--- config.mk ---
export PLATFORM = sky130hd
export DESIGN_NAME = channel_read_scheduler
export DESIGN_NICKNAME = d
export VERILOG_FILES = /design/src/rtl/channel_read_scheduler.sv
export SDC_FILE = /design/constraint.sdc
export NUM_CORES = 1
export LEC_CHECK = 0
export ABC_AREA = 1
export BUFFER_PORTS_ARGS = -buffer_cell sky130_fd_sc_hd__buf_2
export CAP_MARGIN = 40
export CORE_MARGIN = 2
export CORE_UTILIZATION = 25
export DETAILED_ROUTE_END_ITERATION = 6
export PLACE_DENSITY = 0.54
export SYNTH_ARGS = -nofsm -noshare
export SYNTH_HDL_FRONTEND = slang
export SYNTH_SLANG_ARGS = --single-unit
--- constraint.sdc ---
create_clock -name clk -period 1.8 [get_ports clk]
set_input_delay 0.09 -clock clk [delete_from_list [all_inputs] [get_ports clk]]
set_output_delay 0.09 -clock clk [all_outputs]
set_load 0.005 [all_outputs]
--- src/rtl/channel_read_scheduler.sv ---
// Round-robin burst reader: arbitrates among three channel FIFOs and streams
// one header word plus BURST_LEN samples per frame to the com FPGA.
module channel_read_scheduler #(
    parameter int          BURST_LEN = 128,
    parameter logic [15:0] HEADER    = 16'hA5A0
) (
    input  logic        clk,
    input  logic        rst_n,
    input  logic        fifo_full_1,
    input  logic        fifo_full_2,
    input  logic        fifo_full_3,
    input  logic [15:0] data_ch_1,
    input  logic [15:0] data_ch_2,
    input  logic [15:0] data_ch_3,
    input  logic        host_ready,
    output logic        rdreq_1,
    output logic        rdreq_2,
    output logic        rdreq_3,
    output logic [15:0] data_out,
    output logic        data_valid,
    output logic        frame_end,
    output logic        busy
);
    localparam int             CW       = $clog2(BURST_LEN + 1);
    localparam logic [CW-1:0]  LAST_CNT = CW'(BURST_LEN - 1);

    typedef enum logic [1:0] {S_IDLE, S_HEADER, S_READ, S_DRAIN} state_t;

    state_t        state, state_nxt;
    logic [1:0]    sel, sel_nxt;
    logic [1:0]    last_served, last_nxt;
    logic [CW-1:0] word_cnt, cnt_nxt;
    logic          hdr_load;
    logic          rd_any;
    logic          rd_d1, last_d1;
    logic [2:0]    full;
    logic          arb_hit;
    logic [1:0]    arb_ch;
    logic [15:0]   q_sel;

    assign full   = {fifo_full_3, fifo_full_2, fifo_full_1};
    assign rd_any = (state == S_READ) && host_ready;
    assign rdreq_1 = rd_any && (sel == 2'd1);
    assign rdreq_2 = rd_any && (sel == 2'd2);
    assign rdreq_3 = rd_any && (sel == 2'd3);
    assign busy   = (state != S_IDLE);

    // Search starts at the channel after last_served; channel n lives at full[n-1].
    always_comb begin
        arb_hit = 1'b0;
        arb_ch  = 2'd1;
        for (int k = 0; k < 3; k++) begin
            int idx;
            idx = (int'(last_served) + k) % 3;
            if (!arb_hit && full[idx]) begin
                arb_hit = 1'b1;
                arb_ch  = 2'(idx + 1);
            end
        end
    end

    always_comb begin
        case (sel)
            2'd1:    q_sel = data_ch_1;
            2'd2:    q_sel = data_ch_2;
            default: q_sel = data_ch_3;
        endcase
    end

    always_comb begin
        state_nxt = state;
        sel_nxt   = sel;
        last_nxt  = last_served;
        cnt_nxt   = word_cnt;
        hdr_load  = 1'b0;
        case (state)
            S_IDLE: begin
                if (arb_hit) begin
                    sel_nxt   = arb_ch;
                    state_nxt = S_HEADER;
                end
            end
            S_HEADER: begin
                if (host_ready) begin
                    hdr_load  = 1'b1;
                    cnt_nxt   = '0;
                    state_nxt = S_READ;
                end
            end
            S_READ: begin
                if (host_ready) begin
                    cnt_nxt = word_cnt + 1'b1;
                    if (word_cnt == LAST_CNT) state_nxt = S_DRAIN;
                end
            end
            default: begin
                // Last read's q is registered this cycle once rd_d1 clears.
                if (!rd_d1) begin
                    last_nxt  = sel;
                    state_nxt = S_IDLE;
                end
            end
        endcase
    end

    always_ff @(posedge clk or negedge rst_n) begin
        if (!rst_n) begin
            state       <= S_IDLE;
            sel         <= 2'd1;
            last_served <= 2'd3;
            word_cnt    <= '0;
            rd_d1       <= 1'b0;
            last_d1     <= 1'b0;
            data_out    <= '0;
            data_valid  <= 1'b0;
            frame_end   <= 1'b0;
        end else begin
            state       <= state_nxt;
            sel         <= sel_nxt;
            last_served <= last_nxt;
            word_cnt    <= cnt_nxt;
            rd_d1       <= rd_any;
            last_d1     <= rd_any && (word_cnt == LAST_CNT);
            data_valid  <= hdr_load | rd_d1;
            frame_end   <= last_d1;
            if (hdr_load)
                data_out <= {HEADER[15:4], 2'b00, sel};
            else if (rd_d1)
                data_out <= q_sel;
        end
    end
endmodule

==> results of run 1 <==
## cells by family (layout without fill, tap and decap cells)
family / Yosys count / count (layout) / share of synthesized area
DFF: 34 / 34 / 0.424
adders and majority gates: 10 / 10 / 0.0620
AOI/OAI and AO/OA: 62 / 62 / 0.194
buffers and inverters: 39 / 125 / 0.0757
and+or+nand+nor: 106 / 106 / 0.244
## flip-flops by register name (all words and copies together), names as in the netlist
signal / count
state: 2
data_valid: 1
last_served: 2
rd_d1: 1
data_out: 16
word_cnt: 8
sel: 2
frame_end: 1
last_d1: 1
## cells in the mapped netlist (all sizes together)
library cell,number,area (um^2)
a22o,7,61.3
o221ai,2,17.5
nor3,1,5.00
nand3,19,105
nor2,22,105
nand4,1,12.5
a221oi,8,70.1
clkbuf,2,7.51
or2,1,6.26
o21bai,1,11.3
o21ai,23,115
dfstp,3,78.8
inv,32,120
o22ai,1,6.26
dfrtp,31,776
o31ai,1,7.51
nor3b,1,7.51
a21oi,19,103
nand2,61,251
buf,5,25.0
ha,10,125
## routing by layer
metal,vias up,wire length [um]
met1,898,2400
li1,1007,-
met4,0,90
met3,13,484
met2,78,2530
met5,-,0
## final timing paths
| kind | from | to | slack (ns) |
|---|---|---|---|
| max | last_served[0]$_DFFE_PN1P_ | state[1]$_DFFE_PN0P_ | 0.11 |
| min | data_ch_3[2] | data_out[2]$_DFFE_PN0P_ | 0.09 |
| max reg2reg | last_served[0]$_DFFE_PN1P_ | state[1]$_DFFE_PN0P_ | 0.11 |
| min reg2reg | last_d1$_DFF_PN0_ | frame_end$_DFF_PN0_ | 0.36 |
| max in group asynchronous | rst_n | data_out[9]$_DFFE_PN0P_ | 0.88 |
| min in group asynchronous | rst_n | data_out[8]$_DFFE_PN0P_ | 0.42 |
## where the power goes
part | total, mW | internal, mW | switching [mW]
Clock | 0.693 | 0.414 | 0.279
Combinational | 2.50 | 1.01 | 1.49
Sequential | 1.23 | 1.05 | 0.184
Total | 4.43 | 2.48 | 1.95
## what timing repair did
item                       CTS  global route
setup buffers                0             1
hold endpoints to repair    31             0
gates resized for setup      0             9
hold buffers                 1             0
setup endpoints to repair    0             4
## per-stage QoR
step,TNS [ns],hold slack (ns),setup slack [ns]
after floorplan,0,-0.206,0.124
after global placement,0,0.211,0.0677
after detailed placement,0,0.221,0.0197
after CTS,0,0.0869,0.0133
after global routing,-0.0276,0.114,-0.0117
final,0,0.0928,0.105
## area by class of cell
type | count | area, um^2
fill | 850 | 5060
multi-input combinational | 178 | 1050
sequential | 34 | 855
timing repair buffer | 85 | 453
tap | 102 | 128
inverter | 32 | 123
clock buffer | 7 | 76.3
clock inverter | 1 | 30.0
## tightest hold or removal path, cell delays in order
cell and delay, ns:
buf_2 0.07, o21ai_1 0.05, o21ai_1 0.12
==> impl_results.md, run 1 <==
* Status: finished clean
* Wirelength per Cell at 12.5 um
* Placer congestion estimate at 0.776
* Initial antenna violation count at 0
* Post-Syn Nets at 315
* Htree depth at 2
* Worst path top cell family by delay: simple AND/OR/NAND/NOR gates
* Final Non-Filler Cells at 439
* Root Driver: clkbuf_8
* First-pass DRT Iterations at 4
* Worst path slowest cell: dfstp_2
* Global-route wire length before repair at 8830 um
* Hpwl dp at 4190 um
* Critical Path End Type: flop
* Area growth from synthesis to layout at 34.4%
* CTS Buffer Depth at 2
* Post-DP Area at 2550 um^2
* Final Hold Vio Count at 0
* Total Wirelength at 5500 um
* Gr usage total at 0.128
* Slew headroom at 0.486
* Die W at 93.8 um
* M3 GR Usage at 0.0337
* Yosys reg bits at 34
* Commonest non-fill, non-tap cell in the layout: buf_2
* Pwr dens at 1630 nW/um^2
* 1st-iter DRT viols at 67
* Worst setup SP type: flop
* Post-synthesis sequential area ratio at 0.424
* Overall die height at 93.8 um
* Row count at 32
* Final instance area at 2710 um^2
* Post-Place Cells at 429
* IO buf count at 75
* Met1 usage in global routing at 0.159
* Mapped Cells at about 250
* Fmax at 590 MHz
* Worst-path cell chain: inv_2 > ha_4 > inv_4 > nand2_2 > nand2_1 > nand2_1 > nand2_2 > nor2_4 > nand3_4 > nand3_1 > nand2_1
* Mean post-synth cell area at 8.04 um^2
* Crit path DAT at 1.87 ns
* Worst clock skew at 0.00493 ns
* Netlist cell types at 28
* Die ar. at 8800 um^2
* Routed via count at between 1,500 and 2,000
* Met2 Resource Use GR at 0.217
* Max IR drop VDD at 0.416 mV
* Actual slew at the worst max-slew pin at 0.771 ns
* Cts bufs inserted at 5
* CP max stage delay at 0.55 ns
* Total Power Consumption at 4.43 mW
* Endpoints failing setup at 0
* RSZ-0062 raised after global routing: yes
* Fin util at 0.349
* CTS tree: built
* Drt drc at 0
* Synthesized area at 2020 um^2
* Clk sinks at 34
* Io pins at 76
* Core area at around 8000 um^2
* Initial core utilization at 0.260
* Critical path type: reg -> reg
* R2R depth at 11
* CP Data Required Time at 1.97 ns
* Vias in the first global route at 1,900
* CP Max Fanout at 4
* Final worst path period share at 0.941
* Gr ovfl total at 0
* Most frequent cells in the layout: buf_2, nand2_1, dfrtp_1
* Worst path depth at 11
* Final min period at 1.69 ns
* Nets at 400
* Antenna Nets Post-Route at 0
* Hold Crit Depth at 3
* Share of layout cells above drive strength 1 at 0.362
* Busiest grt layer: met2
* CP Buf/Inv Count at 2
* Worst skew pair latency at 0.28 ns
* Clk pin slew, worst setup/hold paths at 0.07 ns
* HP Class: in -> reg
* Antenna diodes at 0
* Max cap viols at 0
* Cell mode on critical path: nand2_1
* Yosys warns at 0
* Final Max Tran Viols at 0
* Largest net degree at the start of global routing at 35
* Leakage at 1.37 nW
* Via-per-instance ratio at ~4.5
No activity file was read; power rests on OpenSTA's default activity.
==> run 2: changes to the inputs <==
Settings changed: CORE_MARGIN 2 to 4, CORE_UTILIZATION 25 to 44, PLACE_DENSITY 0.54 to 0.82.
==> impl_results.md, run 2 (synthesized netlist as in run 1, its figures left out) <==
* Worst path top cell family by delay: simple AND/OR/NAND/NOR gates
* Hold Crit Depth at 3
* Actual slew at the worst max-slew pin at between 0.7 and 0.8 ns
* CP Data Required Time at 2.02 ns
* Footprint of the multi-input gates at 1070 um^2
* IO buf count at 75
* Hpwl dp at 4180 um
* Reg with most FFs: data_out
* Worst r2r dst: state[0]$_DFFE_PN0P_
* Pwr dens at 1670 nW/um^2
* CTS tree: built
* Antenna diodes at 0
* Setup slack, reg-to-reg at 0.02 ns
* Initial core utilization at 0.460
* Via-per-instance ratio at 5.20
* Clk pin slew, worst setup/hold paths at approximately 0.07 ns
* Area growth from synthesis to layout at 31.3%
* Critical Path End Type: flop
* HP Class: in -> reg
* Global-route wire length before repair at 7940 um
* Initial antenna violation count at 0
* Cts bufs inserted at 5
* Wirelength per Cell at 13.9 um
* Biggest regs: data_out (16), word_cnt (8)
* Hold Path Sink: data_out[3]$_DFFE_PN0P_
* Overall die height at about 76 um
* Slew headroom at 0.510
* Final Hold Vio Count at 0
* Max reg flops at 16
* Hold path start: data_ch_3[3]
* Core area at 4380 um^2
* Filler cells at 367
* Status: finished clean
* Routed via count at about 2,000
* Largest net degree at the start of global routing at 35
* Htree depth at 2
* Worst path slowest cell: dfstp_2
* Final min period at 1.78 ns
* Worst setup SP type: flop
* Max cap viols at 0
* Leakage at about 1.4 nW
* Critical path type: reg -> reg
* 1st-iter DRT viols at 156
* Endpoints failing setup at 0
* Share of layout cells above drive strength 1 at 0.380
* Reg2reg start: last_served[0]$_DFFE_PN1P_
* Drt drc at 0
* Total Wirelength at between 5000 and 6000 um
* RSZ-0062 raised after global routing: yes
* Worst clock skew at roughly 0.013 ns
* Gr usage total at 0.184
* Die W at approximately 76 um
* CP Buf/Inv Count at 2
* CP Max Fanout at 4
* Placer congestion estimate at 0.911
* Root Driver: clkbuf_8
* CP max stage delay at 0.56 ns
* First-pass DRT Iterations at 4
* Fmax at 560 MHz
* Vias in the first global route at 1,754
* Gr ovfl total at 0
* Crit path DAT at between 2 and 2.5 ns
* Final Max Tran Viols at 0
* Clk sinks at 34
* Die ar. at 5730 um^2
* Commonest non-fill, non-tap cell in the layout: buf_2
* Max IR drop VDD at roughly 0.56 mV
* CTS Buffer Depth at 2
* Nets at 397
* Row count at 24
* Antenna Nets Post-Route at 0
* Io pins at 76
* Worst skew pair latency at 0.30 ns
* Worst-path cell chain: inv_2 > ha_4 > inv_2 > nand2_2 > nand2_2 > nand2_2 > nand2_4 > nor2_4 > nand3_4 > nand2_2 > nand2_1 > nand2_1
* R2R depth at 12
* Fin util at 0.604
* Final worst path period share at 0.991
* Cell mode on critical path: nand2_2
* WHS at 0.0790 ns
* Register area at roughly 850 um^2
* Most frequent cells in the layout: buf_2, nand2_1, dfrtp_1
## run 2: cell types whose count changed in the layout (fill, tap and decap cells not counted), moves of 2 or more
cell / change
nand2_1: -3
inv_2: +2
clkbuf_1: -2
buf_4: -4
nand2_2: +3
## run 2: area by class of cell
| cell class | instances | share of cell area |
|---|---|---|
| inverters | 32 | 0.0454 |
| repair buffers | 82 | 0.167 |
| multi-input cells | 178 | 0.404 |
| clock buffers | 6 | 0.0312 |
| well taps | 52 | 0.0246 |
| flip-flops and latches | 34 | 0.323 |
| clock inverters | 2 | 0.00473 |
## run 2: worst max path at each step
stage / slack [ns] / cells after the start / end / from
after floorplan: 0.12 / 12 / sel[1]$_DFFE_PN0P_ / last_served[0]$_DFFE_PN1P_
after global placement: 0.08 / 12 / sel[1]$_DFFE_PN0P_ / last_served[0]$_DFFE_PN1P_
after detailed placement: -0.03 / 12 / sel[1]$_DFFE_PN0P_ / last_served[0]$_DFFE_PN1P_
after CTS: 0.04 / 12 / state[0]$_DFFE_PN0P_ / last_served[0]$_DFFE_PN1P_
after global routing: -0.08 / 12 / state[0]$_DFFE_PN0P_ / last_served[0]$_DFFE_PN1P_
final: 0.02 / 12 / state[0]$_DFFE_PN0P_ / last_served[0]$_DFFE_PN1P_
## run 2: power breakdown
| group | switching (mW) | leakage, nW | internal [mW] |
|---|---|---|---|
| sequential | 0.199 | 0.423 | 1.05 |
| combinational | 1.53 | 0.887 | 1.05 |
| clock | 0.283 | 0.0472 | 0.307 |
## run 2: metrics by stage
| stage | std cells | cell area, um^2 | setup TNS (ns) | total power [mW] | worst slack (ns) |
|---|---|---|---|---|---|
| after global placement | 375 | 2470 | 0 | 3.50 | 0.0809 |
| after global routing | 386 | 2650 | -0.218 | 4.80 | -0.0773 |
| after CTS | 384 | 2580 | 0 | 4.22 | 0.0419 |
| after floorplan | 251 | 2020 | 0 | 2.83 | 0.124 |
| final | 386 | 2650 | 0 | 4.42 | 0.0157 |
| after detailed placement | 375 | 2470 | -0.0365 | 3.59 | -0.0281 |
## run 2: worst register-to-register path, delay by kind of cell, from the launching register on
| family | cells | cell delay [ns] |
|---|---|---|
| adders and majority gates | 1 | 0.28 |
| buffers and inverters | 2 | 0.11 |
| and+or+nand+nor | 9 | 0.77 |
| DFF | 1 | 0.56 |
## run 2: timing repair
item                       CTS  global route
hold buffers                 1             0
buffers inserted             0             2
resized for setup            1            14
pin swaps                    0             6
setup endpoints to repair    4             6
hold endpoints to repair    31             0
## run 2: metal layers
layer	GRT usage	routed length (um)	vias up
li1	-	-	1003
met1	0.225	2210	916
met2	0.313	2570	79
met3	0.0449	509	8
met4	0.0699	78	0
met5	0	0	-
